[config.mk]
export PLATFORM = sky130hd
export DESIGN_NAME = cpu_input_port
export DESIGN_NICKNAME = d
export VERILOG_FILES = /design/src/rtl/io_pkg.sv /design/src/rtl/button_debounce.sv /design/src/rtl/cpu_input_port.sv
export SDC_FILE = /design/constraint.sdc
export NUM_CORES = 1
export LEC_CHECK = 0
export BUFFER_PORTS_ARGS = -buffer_cell sky130_fd_sc_hd__buf_2
export CORE_ASPECT_RATIO = 0.7
export CORE_MARGIN = 1.5
export CORE_UTILIZATION = 35
export CTS_CLUSTER_SIZE = 16
export DETAILED_ROUTE_END_ITERATION = 10
export GPL_TIMING_DRIVEN = 0
export SLEW_MARGIN = 20
export SYNTH_ARGS = -nofsm -noshare
export SYNTH_HDL_FRONTEND = slang
export SYNTH_SLANG_ARGS = --single-unit
[constraint.sdc]
create_clock -name clk -period 2.8 [get_ports clk]
set_input_delay 0.14 -clock clk [delete_from_list [all_inputs] [get_ports clk]]
set_output_delay 0.14 -clock clk [all_outputs]
set_load 0.1 [all_outputs]
[src/rtl/io_pkg.sv]
// Shared I/O port numbering and word type for the CPU port space.
// Input-side numbers select in_data sources; output-side numbers are used by the display logic.
package io_pkg;

    typedef logic [15:0] io_word_t;

    localparam logic [3:0] PORT_BTN_EVENTS = 4'd0;
    localparam logic [3:0] PORT_BTN_LEVELS = 4'd1;
    localparam logic [3:0] PORT_TICKS      = 4'd2;

    localparam logic [3:0] PORT_SECONDS = 4'd0;
    localparam logic [3:0] PORT_MINUTES = 4'd1;
    localparam logic [3:0] PORT_HOURS   = 4'd2;
    localparam logic [3:0] PORT_DAYS    = 4'd3;
    localparam logic [3:0] PORT_MONTHS  = 4'd4;
    localparam logic [3:0] PORT_YEARS   = 4'd5;

endpackage

[src/rtl/button_debounce.sv]
// One push-button: synchroniser, stability counter and debounced level.
// press pulses in the cycle whose closing edge accepts a new pressed level.
module button_debounce #(
    parameter bit ACTIVE_LOW      = 1'b1,
    parameter int SYNC_STAGES     = 2,
    parameter int DEBOUNCE_CYCLES = 50000
) (
    input  logic clk,
    input  logic rstn,
    input  logic pin,
    output logic level,
    output logic press
);

    localparam int CW = $clog2(DEBOUNCE_CYCLES);
    localparam logic [CW-1:0] CNT_LAST = CW'(DEBOUNCE_CYCLES - 1);
    localparam logic PIN_RELEASED = ACTIVE_LOW;

    logic [SYNC_STAGES-1:0] sync_q, sync_d;
    logic [CW-1:0]          cnt_q, cnt_d;
    logic                   level_q, level_d;
    logic                   pressed_raw;

    assign pressed_raw = sync_q[SYNC_STAGES-1] ^ PIN_RELEASED;

    always_comb begin
        sync_d  = {sync_q[SYNC_STAGES-2:0], pin};
        cnt_d   = '0;
        level_d = level_q;
        press   = 1'b0;
        if (pressed_raw != level_q) begin
            if (cnt_q == CNT_LAST) begin
                level_d = ~level_q;
                press   = ~level_q;
            end else begin
                cnt_d = cnt_q + 1'b1;
            end
        end
    end

    always_ff @(posedge clk or negedge rstn) begin
        if (!rstn) begin
            sync_q  <= {SYNC_STAGES{PIN_RELEASED}};
            cnt_q   <= '0;
            level_q <= 1'b0;
        end else begin
            sync_q  <= sync_d;
            cnt_q   <= cnt_d;
            level_q <= level_d;
        end
    end

    assign level = level_q;

endmodule

[src/rtl/cpu_input_port.sv]
// CPU input port: debounced buttons with sticky press events and a saturating tick count,
// exposed as 16-bit words in I/O port space; reads of ports 0 and 2 consume their contents.
module cpu_input_port
    import io_pkg::*;
#(
    parameter int NUM_BUTTONS     = 3,
    parameter int ACTIVE_LOW      = 1,
    parameter int SYNC_STAGES     = 2,
    parameter int DEBOUNCE_CYCLES = 50000,
    parameter int TICK_DIVISOR    = 50000000
) (
    input  logic                   clk,
    input  logic                   rstn,
    input  logic [NUM_BUTTONS-1:0] buttons,
    input  logic [3:0]             in_port,
    input  logic                   read_in,
    output logic [15:0]            in_data,
    output logic                   tick
);

    localparam int DW = $clog2(TICK_DIVISOR);
    localparam logic [DW-1:0] DIV_LAST = DW'(TICK_DIVISOR - 1);

    logic [NUM_BUTTONS-1:0] level, press;
    logic [NUM_BUTTONS-1:0] event_q, event_d;
    logic [DW-1:0]          div_q, div_d;
    logic [7:0]             tcnt_q, tcnt_d;
    logic [8:0]             tsum;
    logic                   tick_now, rd_events, rd_ticks;
    io_word_t               rd_word;

    for (genvar gi = 0; gi < NUM_BUTTONS; gi++) begin : g_btn
        button_debounce #(
            .ACTIVE_LOW     (ACTIVE_LOW != 0),
            .SYNC_STAGES    (SYNC_STAGES),
            .DEBOUNCE_CYCLES(DEBOUNCE_CYCLES)
        ) u_btn (
            .clk  (clk),
            .rstn (rstn),
            .pin  (buttons[gi]),
            .level(level[gi]),
            .press(press[gi])
        );
    end

    assign tick_now  = (div_q == DIV_LAST);
    assign rd_events = read_in && (in_port == PORT_BTN_EVENTS);
    assign rd_ticks  = read_in && (in_port == PORT_TICKS);

    // A press accepted in the same cycle as a consuming read must survive the clear.
    always_comb begin
        div_d   = tick_now ? '0 : div_q + 1'b1;
        event_d = (event_q & ~{NUM_BUTTONS{rd_events}}) | press;
        tsum    = {1'b0, tcnt_q} - (rd_ticks ? {1'b0, tcnt_q} : 9'd0) + {8'd0, tick_now};
        tcnt_d  = tsum[8] ? 8'hFF : tsum[7:0];
    end

    always_ff @(posedge clk or negedge rstn) begin
        if (!rstn) begin
            event_q <= '0;
            div_q   <= '0;
            tcnt_q  <= '0;
        end else begin
            event_q <= event_d;
            div_q   <= div_d;
            tcnt_q  <= tcnt_d;
        end
    end

    always_comb begin
        rd_word = '0;
        case (in_port)
            PORT_BTN_EVENTS: rd_word[NUM_BUTTONS-1:0] = event_q;
            PORT_BTN_LEVELS: rd_word[NUM_BUTTONS-1:0] = level;
            PORT_TICKS:      rd_word[7:0] = tcnt_q;
            default:         rd_word = '0;
        endcase
    end

    assign in_data = rd_word;
    assign tick    = tick_now;

endmodule

==> results.py, run 1 <==
metrics = {
    "run_status": {
        "status": "complete, no violations",
    },
    "critical_path": {
        "critPathRequiredTime_ns": 3.05,
        "crit_top_cell": "o211ai_1",
        "arrival_ns": 2.86,
        "critPathLaunch": "div_q[13]",
        "slowest_stage": "dfrtp_1",
        "setup.worst_path.start_class": "flip-flop",
        "reg2reg_depth": 12,
        "worstSetupEndpointType": "flip-flop",
        "r2r-start": "div_q[13]",
        "r2r_slack_ns": 0.19,
        "crit_chain": "and4_1, clkbuf_4, nand2_1, nor3_4, buf_12, ha_2, fa_2, nand3_2, a211oi_2, o211ai_1, buf_4, o211ai_1",
        "crit_type": "flip-flop to flip-flop",
        "cp_slowest_stage_delay_ns": 0.42,
        "cp_max_fo": 11,
    },
    "yosys": {
        "synth_edf_count": 0,
        "yosys.cell_types.count": 47,
        "yosysTopAreaCell": "dfrtp_1",
        "netlist_instances": 507,
        "yosysTopAreaCellShare_pct": 44.3,
        "ys_seq_elements": 94,
        "ys_top_cells_by_area": "dfrtp_1, xnor2_1, nor2_1",
        "synth_ff_type": "dfrtp_1",
        "netlist_area_mm2": 0.00497,
        "async_reset_ff_share_pct": 100,
        "synth_area_per_cell_um2": 9.80,
        "yosysWarnings": 0,
        "synth_seq_area_share_pct": 47.5,
    },
    "finish": {
        "syn2layout_area_growth_pct": 17.9,
        "drive_gt1_share_pct": 14.9,
        "antenna_cells": 0,
        "fin_util_pct": 42.2,
        "nets": 581,
    },
    "timing": {
        "finalCriticalPeriod_ns": 2.61,
        "min_period_over_period_pct": 93.2,
        "skew_ns": 0.00595,
        "fmax_mhz": 383,
        "rsz0062_at_grt": "no",
        "whs_ns": 0.214,
        "setup_tns_ns": 0,
        "hold_viol": 0,
        "drv_slew": 0,
        "setup_violations": 0,
    },
    "power": {
        "max-vdd-ir-drop_uv": 300,
        "power.leakage_nw": 2.45,
        "p_per_area_mw_per_mm2": 622,
        "finalPower_mw": 3.64,
    },
    "drt": {
        "drc": 0,
        "first_pass_iters": 4,
        "antenna_left": 0,
        "wire_per_inst_um": 13.4,
        "vias": 3820,
        "viasPerCell": 5.07,
        "drtIter0Drc": 134,
        "wirelength_um": 10100,
    },
    "die": {
        "dieArea_mm2": 0.0149,
        "die_h_um": 103,
        "placementRows": 36,
        "die_w_um": 145,
        "start_util_pct": 35.8,
        "boundaryPins": 27,
        "core-area_mm2": 0.0139,
    },
    "global_route": {
        "antenna_found_initial": 0,
        "grt_pass1_wl_um": 17300,
        "grt_pass1_vias": 3677,
        "track_usage_pct": 14.1,
        "grt_overflow_total": 0,
        "grt_max_degree": 73,
    },
    "clocking": {
        "clk_path_buf_depth": 2,
        "htree_levels": 3,
        "clk_pin_slew_worst_paths_ns": 0.07,
        "cts_root_buffer": "clkbuf_16",
        "cts_tree": "yes",
        "cts_buffers": 9,
        "clkLatencyLatePin_ns": 0.34,
        "cts_num_sinks": 94,
    },
    "run": {
        "cap_violations": 0,
    },
    "placement": {
        "hpwl_um": 7020,
        "place_congestion": 0.833,
        "portBuffers": 17,
    },
    "min_path": {
        "holdPathStages": 4,
        "hp-start": "read_in",
        "hold_class": "primary input to flip-flop",
    },
}
timing repair:
action / in CTS / in global routing
endpoints found under the setup margin: 8 / 8
hold buffers: 4 / 0
hold endpoints to repair: 26 / 0
buffers inserted: 3 / 7
pin swaps: 3 / 3
resized for setup: 4 / 10
gates cloned: 0 / 0
layout by cell type (no fill, tap or decap), drive strengths merged, types with 3 or more instances in the layout:
| master | count |
|---|---|
| dfrtp | 88 |
| nor2 | 51 |
| nand2 | 43 |
| buf | 40 |
| xnor2 | 33 |
| nand3 | 28 |
| a21oi | 27 |
| nand4 | 21 |
| clkbuf | 20 |
| xor2 | 19 |
| o31ai | 15 |
| o21ai | 14 |
| nor3 | 14 |
| and2 | 13 |
| or4 | 13 |
| inv | 13 |
| ha | 12 |
| and3 | 10 |
| conb | 10 |
| or3 | 10 |
| and4 | 9 |
| nor4 | 7 |
| o211ai | 6 |
| dfstp | 6 |
| nor4bb | 6 |
| nor4b | 6 |
| dlygate4sd3 | 4 |
| a211oi | 4 |
| mux2i | 3 |
| or2 | 3 |
| nand3b | 3 |
stage by stage:
| stage | worst slack, ns | instance area, µm² | instances |
|---|---|---|---|
| finish | 0.190 | 5860 | 753 |
| global route | 0.0428 | 5860 | 753 |
| CTS | 0.00412 | 5760 | 746 |
| detailed placement | -0.436 | 5380 | 723 |
| global placement | -0.451 | 5340 | 722 |
| floorplan | 0.0304 | 5020 | 515 |
worst max-delay path: cells and delay by family (launching register included):
family | cells | cell delay [ns]
simple gates | 4 | 0.63
fa+ha+maj | 2 | 0.45
buf+inv | 3 | 0.53
compound gates | 3 | 0.49
flops | 1 | 0.42
registers in the layout, indices dropped and copies added, names as in the netlist:
signal and count:
event_q 3, g_btn.u_btn.level 3, tcnt_q 8, g_btn.u_btn.cnt_q 48, div_q 26, g_btn.u_btn.sync_q 6
worst paths after layout:
kind,endpoint
hold / removal,event_q[1]
min in group asynchronous,tcnt_q[6]
setup / recovery,tcnt_q[3]
max in group asynchronous,g_btn[2].u_btn.sync_q[0]
setup reg to reg,tcnt_q[3]
hold reg to reg,g_btn[0].u_btn.sync_q[1]
area by class of cell:
class / count / area (µm²)
fill: 1351 / 8010
multi-input combinational: 389 / 2550
sequential: 94 / 2360
clock buffer: 13 / 260
tap: 190 / 238
timing repair buffer: 32 / 234
buffer: 19 / 128
inverter: 13 / 48.8
clock inverter: 3 / 42.5
routing by layer:
metal  global-route usage (%)  wire, µm  part of all wire, %  vias up
li1                         -         -                    -     1907
met1                     19.1      5220                   52     1854
met2                     22.2      4420                   44       46
met3                     3.50       332                  3.3       13
met4                     5.10       123                  1.2        0
met5                        0         0                    0        -
cells in the mapped netlist (2+ instances only):
cell type  instances
a211oi_1           4
a21o_1             2
a21oi_1           27
and2_1            13
and3_1            10
and4_1             9
buf_2              3
buf_4              9
clkbuf_1           6
conb_1             2
dfrtp_1           88
dfstp_2            6
ha_1              12
inv_1             13
mux2i_1            3
nand2_1           42
nand3_1           26
nand3b_1           3
nand4_1           20
nor2_1            51
nor2b_1            2
nor3_1            13
nor4_1             7
nor4b_1            5
nor4bb_1           6
o211ai_1           6
o21ai_0           14
o31ai_1           15
or2_2              3
or3_1              8
or4_1             13
xnor2_1           33
xor2_1            19
logic make-up after synthesis:
group,synth area share (%)
flops,47.5
buf+inv,3.20
fa+ha+maj,3.42
simple gates,27.2
xor+xnor,9.16
mux,0.604
compound gates,8.76
other cells,0.151
power by group:
part	total, mW	switching (mW)	internal [mW]
Sequential	1.48	0.0438	1.44
Clock	1.25	0.508	0.740
Combinational	0.915	0.558	0.357
No activity file was read; power rests on OpenSTA's default activity.
==> run 2: changes to the inputs <==
--- a/config.mk
+++ b/config.mk
@@ -8,10 +8,12 @@
 export BUFFER_PORTS_ARGS = -buffer_cell sky130_fd_sc_hd__buf_2
 export CORE_ASPECT_RATIO = 0.7
 export CORE_MARGIN = 1.5
-export CORE_UTILIZATION = 35
+export CORE_UTILIZATION = 52
 export CTS_CLUSTER_SIZE = 16
 export DETAILED_ROUTE_END_ITERATION = 10
 export GPL_TIMING_DRIVEN = 0
+export PLACE_DENSITY = 0.72
+export RECOVER_POWER = 25
 export SLEW_MARGIN = 20
 export SYNTH_ARGS = -nofsm -noshare
 export SYNTH_HDL_FRONTEND = slang
==> run 2 against run 1 <==
  * First-iteration DRC count rose by 69%
  * Clock skew shrank 0.0011 ns
  * Die area down 32%
  * Sequential share of layout area grew 0.64 points
  * Combinational power rose by 0.7%
  * Sequential power about the same
  * Power grew 0.54%
  * Register-to-register slack got worse by 0.02 ns
  * Clock power barely moved
  * Wire length grew 1.4%
==> results.py, run 2 (synthesized netlist as in run 1, its figures left out) <==
metrics = {
    "clocking": {
        "cts_root_buffer": "clkbuf_16",
        "clk_pin_slew_worst_paths_ns": 0.07,
        "clkLatencyLatePin_ns": 0.35,
        "clk_path_buf_depth": 2,
        "cts_num_sinks": 94,
        "htree_levels": 3,
        "cts_tree": "yes",
        "cts_buffers": 9,
    },
    "run_status": {
        "status": "complete, no violations",
    },
    "drt": {
        "wirelength_um": 10200,
        "wire_per_inst_um": 14.9,
        "drtIter0Drc": 226,
        "first_pass_iters": 4,
        "drc": 0,
        "viasPerCell": 5.65,
        "vias": 3896,
        "antenna_left": 0,
    },
    "critical_path": {
        "crit_top_cell": "o211ai_1",
        "setup.worst_path.start_class": "flip-flop",
        "arrival_ns": 2.89,
        "critPathRequiredTime_ns": 3.06,
        "cp_slowest_stage_delay_ns": 0.43,
        "cp_max_fo": 8,
        "r2r-start": "div_q[12]",
        "crit_chain": "and4_1, clkbuf_4, nand2_1, nor3_4, buf_12, ha_2, fa_2, nand3_2, a211oi_2, o211ai_1, buf_4, o211ai_1",
        "crit_type": "flip-flop to flip-flop",
        "timing.rr.end": "tcnt_q[3]",
        "reg2reg_depth": 12,
        "slowest_stage": "dfrtp_1",
        "r2r_slack_ns": 0.17,
        "worstSetupEndpointType": "flip-flop",
    },
    "timing": {
        "skew_ns": 0.00489,
        "setup_violations": 0,
        "slew_headroom_pct": 21.1,
        "worst_slew_pin_slew_ns": 1.18,
        "hold_viol": 0,
        "worst_slack_ns": 0.166,
        "fmax_mhz": 380,
        "drv_slew": 0,
        "finalCriticalPeriod_ns": 2.63,
        "setup_tns_ns": 0,
        "min_period_over_period_pct": 94.1,
    },
    "finish": {
        "drive_gt1_share_pct": 15.2,
        "antenna_cells": 0,
        "max_flop_register": "g_btn.u_btn.cnt_q",
        "syn2layout_area_growth_pct": 16.1,
        "mostFrequentLayoutCells": "dfrtp_1, nor2_1, nand2_1, xnor2_1, a21oi_1",
        "nets": 583,
        "layout_commonest_cell": "dfrtp_1",
        "instances_no_fill": 689,
        "fin_util_pct": 62.9,
        "largest_reg_flops": 48,
        "reg_top3": "g_btn.u_btn.cnt_q x48, div_q x26, tcnt_q x8",
    },
    "power": {
        "p_per_area_mw_per_mm2": 635,
        "power.leakage_nw": 2.46,
        "max-vdd-ir-drop_uv": 419,
        "finalPower_mw": 3.66,
    },
    "placement": {
        "place_congestion": 0.844,
        "dp.cells": 657,
        "hpwl_um": 6980,
        "place_ws_ns": -0.414,
        "portBuffers": 17,
    },
    "global_route": {
        "grt_pass1_wl_um": 17100,
        "track_usage_pct": 21.2,
        "grt_overflow_total": 0,
        "antenna_found_initial": 0,
        "grt_max_degree": 50,
        "grt_pass1_vias": 3604,
    },
    "die": {
        "die_w_um": 120,
        "die_h_um": 84.8,
        "start_util_pct": 54.1,
        "dieArea_mm2": 0.0102,
        "placementRows": 29,
        "boundaryPins": 27,
        "core-area_mm2": 0.00918,
    },
    "min_path": {
        "hp-start": "read_in",
        "holdPathStages": 4,
        "hold_class": "primary input to flip-flop",
        "holdPathEnd": "event_q[0]",
    },
    "run": {
        "cap_violations": 0,
    },
}
## run 2: stage by stage
stage	area [µm²]	hold WS, ns
after CTS	5680	0.218
final	5770	0.228
after global placement	5260	0.247
after detailed placement	5300	0.0959
after floorplan	5020	-0.156
after global routing	5770	0.234
## run 2: worst max-delay path: cells and delay by family (launching register included)
| kind | cells | cell delay, ns |
|---|---|---|
| adders and majority gates | 2 | 0.42 |
| AOI/OAI and AO/OA | 3 | 0.49 |
| and+or+nand+nor | 4 | 0.67 |
| buffers and inverters | 3 | 0.53 |
| DFF | 1 | 0.43 |
## run 2: worst max-delay path by stage
stage | startpoint | endpoint | slack, ns | depth (start not counted)
2_1_floorplan | div_q[0] | tcnt_q[3] | 0.03 | 11
3_3_place_gp | div_q[0] | tcnt_q[3] | -0.43 | 11
3_5_place_dp | div_q[0] | tcnt_q[3] | -0.41 | 11
4_1_cts | div_q[0] | tcnt_q[3] | 0.01 | 12
5_1_grt | div_q[12] | tcnt_q[6] | -0.01 | 12
6_report | div_q[12] | tcnt_q[3] | 0.17 | 12
## run 2: final cells by class
type,count,area (µm²)
Fill cell,727,3410
Multi-Input combinational cell,389,2530
Sequential cell,94,2360
Timing Repair Buffer,34,241
Clock buffer,10,239
Tap cell,124,155
Buffer,19,128
Clock inverter,6,68.8
Inverter,13,48.8
## run 2: timing repair
action / CTS / global route
endpoints found under the hold margin: 44 / 0
buffers inserted: 2 / 10
hold buffers: 4 / 0
setup endpoints to repair: 8 / 8
pin swaps: 2 / 4
resized for setup: 4 / 8
## run 2: where the power goes
part	switching, mW	internal (mW)
clock	0.536	0.723
combinational	0.566	0.356
sequential	0.0473	1.44
total	1.15	2.51
## run 2: metal layers
layer  up-vias  global-route usage [%]  wire (µm)
li1       1918                       -          -
met1      1898                    29.7       5070
met2        74                    33.3       4680
met3         6                    5.98        407
met4         0                    4.33         76
met5         -                       0          0
==> run 3: changes to the inputs <==
--- a/config.mk
+++ b/config.mk
@@ -13,7 +13,6 @@
 export DETAILED_ROUTE_END_ITERATION = 10
 export GPL_TIMING_DRIVEN = 0
 export PLACE_DENSITY = 0.72
-export RECOVER_POWER = 25
 export SLEW_MARGIN = 20
 export SYNTH_ARGS = -nofsm -noshare
 export SYNTH_HDL_FRONTEND = slang
==> run 3 against run 2 <==
  * Non-clock buffer count is the same
  * Design area grew 0.13%
  * Largest power group unchanged
  * Highest routed layer unchanged
  * First-iteration DRC count is the same
  * Flip-flop and latch count is the same
==> results.py, run 3 (synthesized netlist as in run 1, its figures left out) <==
metrics = {
    "critical_path": {
        "setup.worst_path.start_class": "flip-flop",
        "arrival_ns": 2.90,
        "critPathRequiredTime_ns": 3.06,
        "crit_type": "flip-flop to flip-flop",
        "reg2reg_depth": 12,
        "r2r-start": "div_q[12]",
        "r2r_slack_ns": 0.16,
        "timing.rr.end": "tcnt_q[3]",
        "worstSetupEndpointType": "flip-flop",
        "cp_max_fo": 8,
    },
    "min_path": {
        "hold_class": "primary input to flip-flop",
        "holdPathEnd": "event_q[0]",
        "hp-start": "read_in",
        "holdPathStages": 4,
    },
    "die": {
        "die_h_um": 84.8,
        "die_w_um": 120,
        "placementRows": 29,
        "dieArea_mm2": 0.0102,
        "start_util_pct": 54.1,
        "core-area_mm2": 0.00918,
        "boundaryPins": 27,
    },
    "power": {
        "p_sw_mw": 1.15,
        "combPwrFrac_pct": 25.2,
        "p_per_area_mw_per_mm2": 635,
        "power.leakage_nw": 2.47,
        "p_int_mw": 2.52,
        "swShare_pct": 31.4,
        "p_seq_share_pct": 40.5,
        "finalPower_mw": 3.67,
        "p_clk_share_pct": 34.3,
        "max-vdd-ir-drop_uv": 420,
    },
    "timing": {
        "worst_slack_ns": 0.162,
        "min_period_over_period_pct": 94.2,
        "fmax_mhz": 379,
        "skew_ns": 0.00519,
        "hold_viol": 0,
        "setup_violations": 0,
        "whs_ns": 0.228,
        "drv_slew": 0,
        "finalCriticalPeriod_ns": 2.64,
    },
    "finish": {
        "nFillCells": 727,
        "drive_gt1_share_pct": 15.4,
        "max_flop_register": "g_btn.u_btn.cnt_q",
        "mostFrequentLayoutCells": "dfrtp_1, nor2_1, nand2_1, xnor2_1, a21oi_1",
        "syn2layout_area_growth_pct": 16.3,
        "nets": 583,
        "fin_util_pct": 62.9,
        "reg_top3": "g_btn.u_btn.cnt_q x48, div_q x26, tcnt_q x8",
        "instances_no_fill": 689,
        "largest_reg_flops": 48,
        "layout_commonest_cell": "dfrtp_1",
        "antenna_cells": 0,
    },
    "drt": {
        "vias": 3899,
        "wire_per_inst_um": 14.9,
        "wirelength_um": 10200,
        "antenna_left": 0,
        "drtIter0Drc": 226,
        "drc": 0,
        "first_pass_iters": 4,
        "viasPerCell": 5.66,
    },
    "run_status": {
        "status": "complete, no violations",
    },
    "global_route": {
        "track_usage_pct": 21.2,
        "grt_pass1_wl_um": 17100,
        "grt_util_met2_pct": 33.3,
        "use_met3_pct": 5.98,
        "grt_pass1_vias": 3604,
        "use_met1_pct": 29.7,
        "grt_max_degree": 50,
        "antenna_found_initial": 0,
        "grt_overflow_total": 0,
        "busiest_layer": "met2",
    },
    "placement": {
        "hpwl_um": 6980,
        "place_congestion": 0.844,
        "place_ws_ns": -0.414,
        "dp.cells": 657,
        "portBuffers": 17,
    },
    "clocking": {
        "cts_buffers": 9,
        "clk_pin_slew_worst_paths_ns": 0.07,
        "clk_path_buf_depth": 2,
        "clkLatencyLatePin_ns": 0.35,
        "cts_tree": "yes",
        "cts_num_sinks": 94,
        "htree_levels": 3,
        "cts_root_buffer": "clkbuf_16",
    },
    "run": {
        "cap_violations": 0,
    },
}
[run 3: changes by cell type in the layout (fill, tap and decap cells not counted), sizes merged]
cell,previous run,this run
buf,40,42
clkbuf,19,17
[run 3: worst max-delay path by stage]
stage | start | endpoint | slack, ns | cells past startpoint
finish | div_q[12] | tcnt_q[3] | 0.16 | 12
global route | div_q[12] | tcnt_q[6] | -0.01 | 12
CTS | div_q[0] | tcnt_q[3] | 0.01 | 12
detailed placement | div_q[0] | tcnt_q[3] | -0.41 | 11
global placement | div_q[0] | tcnt_q[3] | -0.43 | 11
floorplan | div_q[0] | tcnt_q[3] | 0.03 | 11
[run 3: per-stage QoR]
stage,cell area [µm²],TNS (ns)
2_1_floorplan,5020,0
3_3_place_gp,5260,-3.16
3_5_place_dp,5300,-3.13
4_1_cts,5680,0
5_1_grt,5780,-0.0127
6_report,5780,0
[run 3: critical path, cell delays in order, from the launching register on]
cell and delay (ns):
dfrtp_1 0.43, and4_1 0.21, clkbuf_4 0.18, nand2_1 0.11
nor3_4 0.24, buf_12 0.15, ha_2 0.19, fa_2 0.23
nand3_2 0.11, a211oi_2 0.28, o211ai_1 0.11, buf_4 0.20
o211ai_1 0.10
[run 3: timing repair]
action,4_1_cts,5_1_grt
setup endpoints to repair,8,8
pin swaps,2,4
buffers inserted,2,10
hold endpoints to repair,44,0
resized for setup,4,8
hold buffers,4,0
[run 3: area by class of cell]
cell class              count  area (µm²)  share of cell area, %
multi-input cells         389        2530                   43.8
well taps                 124         155                   2.69
clock inverters             6        68.8                   1.19
clock buffers              10         239                   4.14
repair buffers             34         249                   4.31
inverters                  13        48.8                  0.845
flip-flops and latches     94        2360                   40.9
plain buffers              19         128                   2.21
[run 3: power by group through the flow]
stage                     registers (mW)  logic (mW)  clock network (mW)
after detailed placement            1.51       0.862                   0
final                               1.48       0.924                1.26
after CTS                           1.48       0.904                1.29
after global placement              1.51       0.832                   0
after floorplan                     1.49       0.688                   0
after global routing                1.49        1.02                1.34
[run 3: routing by layer]
| metal | up-vias | routed length, µm |
|---|---|---|
| met1 | 1906 | 5080 |
| li1 | 1919 | - |
| met5 | - | 0 |
| met4 | 0 | 76 |
| met2 | 68 | 4690 |
| met3 | 6 | 401 |
